<file path="config.mk">
export PLATFORM = sky130hd
export DESIGN_NAME = pipe_mux_flat
export DESIGN_NICKNAME = d
export VERILOG_FILES = /design/src/rtl/pipe_mux_pkg.sv /design/src/rtl/pipe_mux_if.sv /design/src/rtl/pipe_mux_sel.sv /design/src/rtl/pipe_mux.sv /design/src/flat_wrapper.sv
export SDC_FILE = /design/constraint.sdc
export NUM_CORES = 1
export LEC_CHECK = 0
export ABC_AREA = 1
export BUFFER_PORTS_ARGS = -buffer_cell sky130_fd_sc_hd__buf_4
export CORE_MARGIN = 2
export CORE_UTILIZATION = 54
export CTS_BUF_LIST = sky130_fd_sc_hd__clkbuf_4
export DETAILED_ROUTE_END_ITERATION = 10
export PLACE_DENSITY = 0.87
export SYNTH_ARGS = -nofsm -noshare
export SYNTH_HDL_FRONTEND = slang
export SYNTH_SLANG_ARGS = --single-unit
</file>
<file path="constraint.sdc">
create_clock -name clk -period 2.1 [get_ports clk]
set_clock_uncertainty 0.1 [all_clocks]
set_input_delay 0.42 -clock clk [delete_from_list [all_inputs] [get_ports clk]]
set_output_delay 0.42 -clock clk [all_outputs]
set_load 0.005 [all_outputs]
</file>
<file path="src/rtl/pipe_mux_pkg.sv">
// Shared types and limits for the registered N:1 selector.
package pipe_mux_pkg;

   // Occupancy of the two-entry output storage.
   typedef enum logic [1:0] {
      EMPTY = 2'd0,
      BUSY  = 2'd1,
      FULL  = 2'd2
   } pipe_mux_state_t;

   // Largest number of data inputs a selector may be built with.
   localparam int PIPE_MUX_MAX_IN = 16;

endpackage : pipe_mux_pkg

</file>
<file path="src/rtl/pipe_mux_if.sv">
// Handshake bundle for pipe_mux. The input side carries a beat
// (data + select); the output side carries the selected word.
//
// Handshake rule for both sides: a beat moves on a rising edge exactly when
// valid and ready are both high at that edge. A producer holding valid low
// makes its payload don't-care; ready never depends combinationally on the
// valid of the same side.
interface pipe_mux_if #(
   parameter int WIDTH = 16,
   parameter int N_IN  = 2
);
   localparam int SEL_W = $clog2(N_IN);

   logic [N_IN*WIDTH-1:0] in_data;
   logic [SEL_W-1:0]      in_sel;
   logic                  in_valid;
   logic                  in_ready;
   logic [WIDTH-1:0]      out_data;
   logic [SEL_W-1:0]      out_sel;
   logic                  out_oob;
   logic                  out_valid;
   logic                  out_ready;

   // Upstream/downstream environment side.
   modport master (
      output in_data, in_sel, in_valid, out_ready,
      input  in_ready, out_data, out_sel, out_oob, out_valid
   );

   // Block side.
   modport slave (
      input  in_data, in_sel, in_valid, out_ready,
      output in_ready, out_data, out_sel, out_oob, out_valid
   );
endinterface : pipe_mux_if

</file>
<file path="src/rtl/pipe_mux_sel.sv">
// Combinational N:1 selector. An out-of-range select falls to the last
// input, reports that clamped index and raises oob.
module pipe_mux_sel
   import pipe_mux_pkg::*;
#(
   parameter int WIDTH = 16,
   parameter int N_IN  = 2,
   localparam int SEL_W = $clog2(N_IN)
) (
   input  logic [N_IN*WIDTH-1:0] in_data,
   input  logic [SEL_W-1:0]      sel,
   output logic [WIDTH-1:0]      data,
   output logic [SEL_W-1:0]      sel_applied,
   output logic                  oob
);

   // Default arm is the last input; a matching in-range select overrides it.
   always_comb begin
      data        = in_data[(N_IN-1)*WIDTH +: WIDTH];
      sel_applied = SEL_W'(N_IN-1);
      oob         = 1'b1;
      for (int k = 0; k < N_IN; k++) begin
         if (int'(sel) == k) begin
            data        = in_data[k*WIDTH +: WIDTH];
            sel_applied = SEL_W'(k);
            oob         = 1'b0;
         end
      end
   end

endmodule : pipe_mux_sel

</file>
<file path="src/rtl/pipe_mux.sv">
// Registered N:1 selector with valid/ready handshake and a one-beat skid.
// The main register drives the outputs; the skid register absorbs the beat
// that arrives in the cycle the downstream stalls, so in_ready can be a pure
// registered decode of the state.
module pipe_mux
   import pipe_mux_pkg::*;
#(
   parameter int WIDTH = 16,
   parameter int N_IN  = 2,
   localparam int SEL_W = $clog2(N_IN)
) (
   input  logic            clk,
   input  logic            rst,
   pipe_mux_if.slave       bus,
   output pipe_mux_state_t state
);

   if (N_IN < 2 || N_IN > PIPE_MUX_MAX_IN) begin : g_bad_n_in
      $error("pipe_mux: N_IN out of range 2..%0d", PIPE_MUX_MAX_IN);
   end

   logic [WIDTH-1:0] new_data;
   logic [SEL_W-1:0] new_sel;
   logic             new_oob;

   logic [WIDTH-1:0] main_data, skid_data;
   logic [SEL_W-1:0] main_sel, skid_sel;
   logic             main_oob, skid_oob;
   logic             ready_q, valid_q;
   logic             accept, deliver;

   pipe_mux_sel #(
      .WIDTH (WIDTH),
      .N_IN  (N_IN)
   ) u_sel (
      .in_data     (bus.in_data),
      .sel         (bus.in_sel),
      .data        (new_data),
      .sel_applied (new_sel),
      .oob         (new_oob)
   );

   // Beat transfer events on each side.
   always_comb begin
      accept  = bus.in_valid && ready_q;
      deliver = valid_q && bus.out_ready;
   end

   // Occupancy FSM with the storage it steers; ready/valid are registered
   // alongside the state so they never see out_ready combinationally.
   always_ff @(posedge clk or posedge rst) begin
      if (rst) begin
         state     <= EMPTY;
         ready_q   <= 1'b1;
         valid_q   <= 1'b0;
         main_data <= '0;
         main_sel  <= '0;
         main_oob  <= 1'b0;
         skid_data <= '0;
         skid_sel  <= '0;
         skid_oob  <= 1'b0;
      end else begin
         case (state)
            EMPTY: begin
               if (accept) begin
                  main_data <= new_data;
                  main_sel  <= new_sel;
                  main_oob  <= new_oob;
                  valid_q   <= 1'b1;
                  state     <= BUSY;
               end
            end
            BUSY: begin
               if (accept && !deliver) begin
                  skid_data <= new_data;
                  skid_sel  <= new_sel;
                  skid_oob  <= new_oob;
                  ready_q   <= 1'b0;
                  state     <= FULL;
               end else if (accept && deliver) begin
                  main_data <= new_data;
                  main_sel  <= new_sel;
                  main_oob  <= new_oob;
               end else if (deliver) begin
                  valid_q   <= 1'b0;
                  state     <= EMPTY;
               end
            end
            FULL: begin
               // No accept is possible here because ready_q is low.
               if (deliver) begin
                  main_data <= skid_data;
                  main_sel  <= skid_sel;
                  main_oob  <= skid_oob;
                  ready_q   <= 1'b1;
                  state     <= BUSY;
               end
            end
            default: begin
               state   <= EMPTY;
               ready_q <= 1'b1;
               valid_q <= 1'b0;
            end
         endcase
      end
   end

   // Outputs come straight from registers.
   always_comb begin
      bus.in_ready  = ready_q;
      bus.out_valid = valid_q;
      bus.out_data  = main_data;
      bus.out_sel   = main_sel;
      bus.out_oob   = main_oob;
   end

endmodule : pipe_mux

</file>
<file path="src/flat_wrapper.sv">
// flat-port wrapper written by rule: the top's interface ports become plain ports
module pipe_mux_flat import pipe_mux_pkg::*;
#(
   parameter int WIDTH = 16,
   parameter int N_IN  = 2,
   localparam int SEL_W = $clog2(N_IN)
)
  (clk, rst, state, bus_in_data, bus_in_sel, bus_in_valid, bus_out_ready, bus_in_ready, bus_out_data, bus_out_sel, bus_out_oob, bus_out_valid);
  pipe_mux_if #(.WIDTH(WIDTH), .N_IN(N_IN)) bus_i ();
  input  logic clk;
  input  logic rst;
  output pipe_mux_state_t state;
  input wire logic [$bits(bus_i.in_data)-1:0] bus_in_data;
  input wire logic [$bits(bus_i.in_sel)-1:0] bus_in_sel;
  input wire logic [$bits(bus_i.in_valid)-1:0] bus_in_valid;
  input wire logic [$bits(bus_i.out_ready)-1:0] bus_out_ready;
  output wire logic [$bits(bus_i.in_ready)-1:0] bus_in_ready;
  output wire logic [$bits(bus_i.out_data)-1:0] bus_out_data;
  output wire logic [$bits(bus_i.out_sel)-1:0] bus_out_sel;
  output wire logic [$bits(bus_i.out_oob)-1:0] bus_out_oob;
  output wire logic [$bits(bus_i.out_valid)-1:0] bus_out_valid;
  assign bus_i.in_data = bus_in_data;
  assign bus_i.in_sel = bus_in_sel;
  assign bus_i.in_valid = bus_in_valid;
  assign bus_i.out_ready = bus_out_ready;
  assign bus_in_ready = bus_i.in_ready;
  assign bus_out_data = bus_i.out_data;
  assign bus_out_sel = bus_i.out_sel;
  assign bus_out_oob = bus_i.out_oob;
  assign bus_out_valid = bus_i.out_valid;
  pipe_mux #(.WIDTH(WIDTH), .N_IN(N_IN)) u_core (.clk(clk), .rst(rst), .bus(bus_i), .state(state));
endmodule
</file>
==> results.json <==
{
  "p_int_uw": 931,
  "pwr_density_cell_mw_per_mm2": 476,
  "syn2layout_area_growth_pct": 23.4,
  "wl_per_cell_um": 10.6,
  "synth.avg_cell_area_sq_um": 7.33,
  "power_frac_comb": 0.100,
  "path_delay_family": "simple AND/OR/NAND/NOR gates",
  "grt.overflow.total": 0,
  "tns_ns": 0,
  "clk_pin_slew_ns": 0.11,
  "cpPeakStageDelay_ns": 0.56,
  "slowest_stage": "dfstp_2",
  "pwr-share-seq": 0.600,
  "ys_types": 23,
  "wirelength_mm": 4.08,
  "crit_arrival_ns": 1.90,
  "cts_resized": 0,
  "yosysWarnings": 0,
  "syn-instance-count": 283,
  "sw_frac_of_total": 0.236,
  "crit_path_end_kind": "register",
  "first_pass_iters": 5,
  "die_x_um": 66.0,
  "drc": 0,
  "synthesis.area_sq_mm": 0.00207,
  "gr-usage-met1": 0.260,
  "start_util": 0.562,
  "vias": 1865,
  "crit_chain": "nand2_1 > nand2_1 > nand2_2 > nor2_4 > nand2_1 > nand2_1",
  "ys_ff_latch": 38,
  "synth.net_count": 320,
  "clk_latency_ns": 0.34,
  "status": "finished clean",
  "setup.worst_path.class": "reg -> reg",
  "grt_pass1_vias": 1604,
  "cap_violations": 0,
  "p_switching_uw": 287,
  "place.port_buffers": 57,
  "p_leak_uw": 0.00146,
  "crit_top_cell": "nand2_1",
  "std_cell_rows": 22,
  "drive_above_1_share": 0.228,
  "grt_pass1_wl_mm": 6.72,
  "use_met2": 0.340,
  "cts_setup_buffers": 0,
  "cts_tree": "built",
  "die_h_um": 66.0,
  "io-pin-count": 59,
  "grt.total_usage": 0.203,
  "nFillCells": 316,
  "antenna_found_initial": 0,
  "finish.utilization": 0.694,
  "grt_setup_unrepaired": "false",
  "drt-initial-drc-count": 102,
  "p_clk_frac": 0.300,
  "layout_commonest_cell": "nand2_1",
  "min_path_type": "in -> async",
  "period_share": 0.817,
  "busiest_layer": "met2",
  "place.gp.congestion": 0.822,
  "crit_path_start_kind": "register",
  "fmax_mhz": 583,
  "final_cell_mix": "nand2_1 (74), buf_4 (59), inv_1 (54)",
  "nets": 373,
  "synth_seq_area_share": 0.459,
  "critPathBufInv": 0,
  "place_hpwl_mm": 3.01,
  "final-setup-viol-count": 0,
  "antenna_cells": 0,
  "cts.sinks": 38,
  "core_area_sq_mm": 0.00369,
  "vias_per_cell": 4.84,
  "required_ns": 2.29,
  "antenna_left": 0,
  "cts_buffers": 5,
  "maxSlewViolCount": 0,
  "met3_usage": 0.0375,
  "period_needed_ns": 1.72,
  "cts-root-buf": "clkbuf_4",
  "dieArea_sq_mm": 0.00435,
  "h-tree-depth": 2,
  "cts.path.max_buffers": 2,
  "holdBufCountCts": 0,
  "grt_max_degree": 39,
  "cp_max_fo": 18,
  "hold_violations": 0,
  "ir_drop_v": 0.000375
}
-- cell families (layout without fill, tap and decap cells) --
family / after synthesis / in the layout / share of synthesized area
other cells: 1 / 1 / 0.00181
flops: 38 / 38 / 0.459
compound gates: 74 / 74 / 0.200
simple gates: 100 / 100 / 0.201
buf+inv: 70 / 124 / 0.138
-- power by group through the flow --
stage / combinational [uW] / sequential, uW / clock (uW)
finish: 121 / 731 / 366
global route: 141 / 732 / 403
CTS: 123 / 731 / 369
detailed placement: 123 / 746 / 0
global placement: 121 / 746 / 0
floorplan: 59.5 / 746 / 0
-- flip-flops by register name (all words and copies together) (netlist names) --
name,flops
u_core.bus.in_ready,1
u_core.bus.out_data,16
u_core.bus.out_sel,1
u_core.bus.out_valid,1
u_core.skid_data,16
u_core.skid_sel,1
u_core.state,2
-- cells in the mapped netlist, drive strengths merged --
cell    number  share of area
inv         57           0.10
dfrtp       37           0.45
nand2       77           0.15
buf          9          0.027
a21oi       18          0.043
o21ai       38          0.092
nand3        2          0.011
conb         1         0.0018
clkbuf       4         0.0072
dfstp        1          0.013
a21o         1         0.0036
nor2        20          0.042
o21bai      17          0.062
nor3         1         0.0024
-- layer usage --
layer  up-vias  wire length, um
li1        965                -
met1       837             1800
met2        55             1970
met3         8              241
met4         0               72
met5         -                0
-- worst register-to-register path, delay by kind of cell (launching register included) --
family / cells / cell delay, ns
DFF: 1 / 0.56
and+or+nand+nor: 6 / 1.00
-- through the flow --
step / cell area (sq um) / setup WS [ns] / cells / total power [uW] / hold slack, ns
floorplan: 2070 / 0.635 / 283 / 805 / 0.370
global placement: 2500 / 0.492 / 377 / 866 / 0.375
detailed placement: 2500 / 0.427 / 377 / 869 / 0.391
CTS: 2560 / 0.387 / 385 / 1220 / 0.0884
global route: 2560 / 0.244 / 385 / 1280 / 0.123
finish: 2560 / 0.384 / 385 / 1220 / 0.0673
-- worst paths after layout --
| kind | startpoint | endpoint | slack, ns | cells past startpoint |
|---|---|---|---|---|
| hold / removal | rst | u_core.bus.out_data[9]$_DFFE_PP0P_ | 0.07 | 3 |
| min in group clk | bus_in_data[29] | u_core.skid_data[13]$_DFFE_PP0P_ | 0.38 | 5 |
| setup reg to reg | u_core.bus.in_ready$_DFFE_PP1P_ | u_core.bus.out_data[1]$_DFFE_PP0P_ | 0.38 | 6 |
| hold reg to reg | u_core.bus.in_ready$_DFFE_PP1P_ | u_core.bus.in_ready$_DFFE_PP1P_ | 0.40 | 2 |
| max in group asynchronous | rst | u_core.bus.in_ready$_DFFE_PP1P_ | 1.49 | 3 |
| setup / recovery | u_core.bus.in_ready$_DFFE_PP1P_ | u_core.bus.out_data[1]$_DFFE_PP0P_ | 0.38 | 6 |
-- layout make-up --
type,instances,area [sq um],area share
Timing Repair Buffer,59,443,0.173
Clock buffer,6,45.0,0.0176
Clock inverter,2,8.76,0.00342
Tap cell,48,60.1,0.0235
Inverter,57,214,0.0836
Sequential cell,38,952,0.372
Multi-Input combinational cell,175,836,0.327
Power figures use the tool's default switching activity.
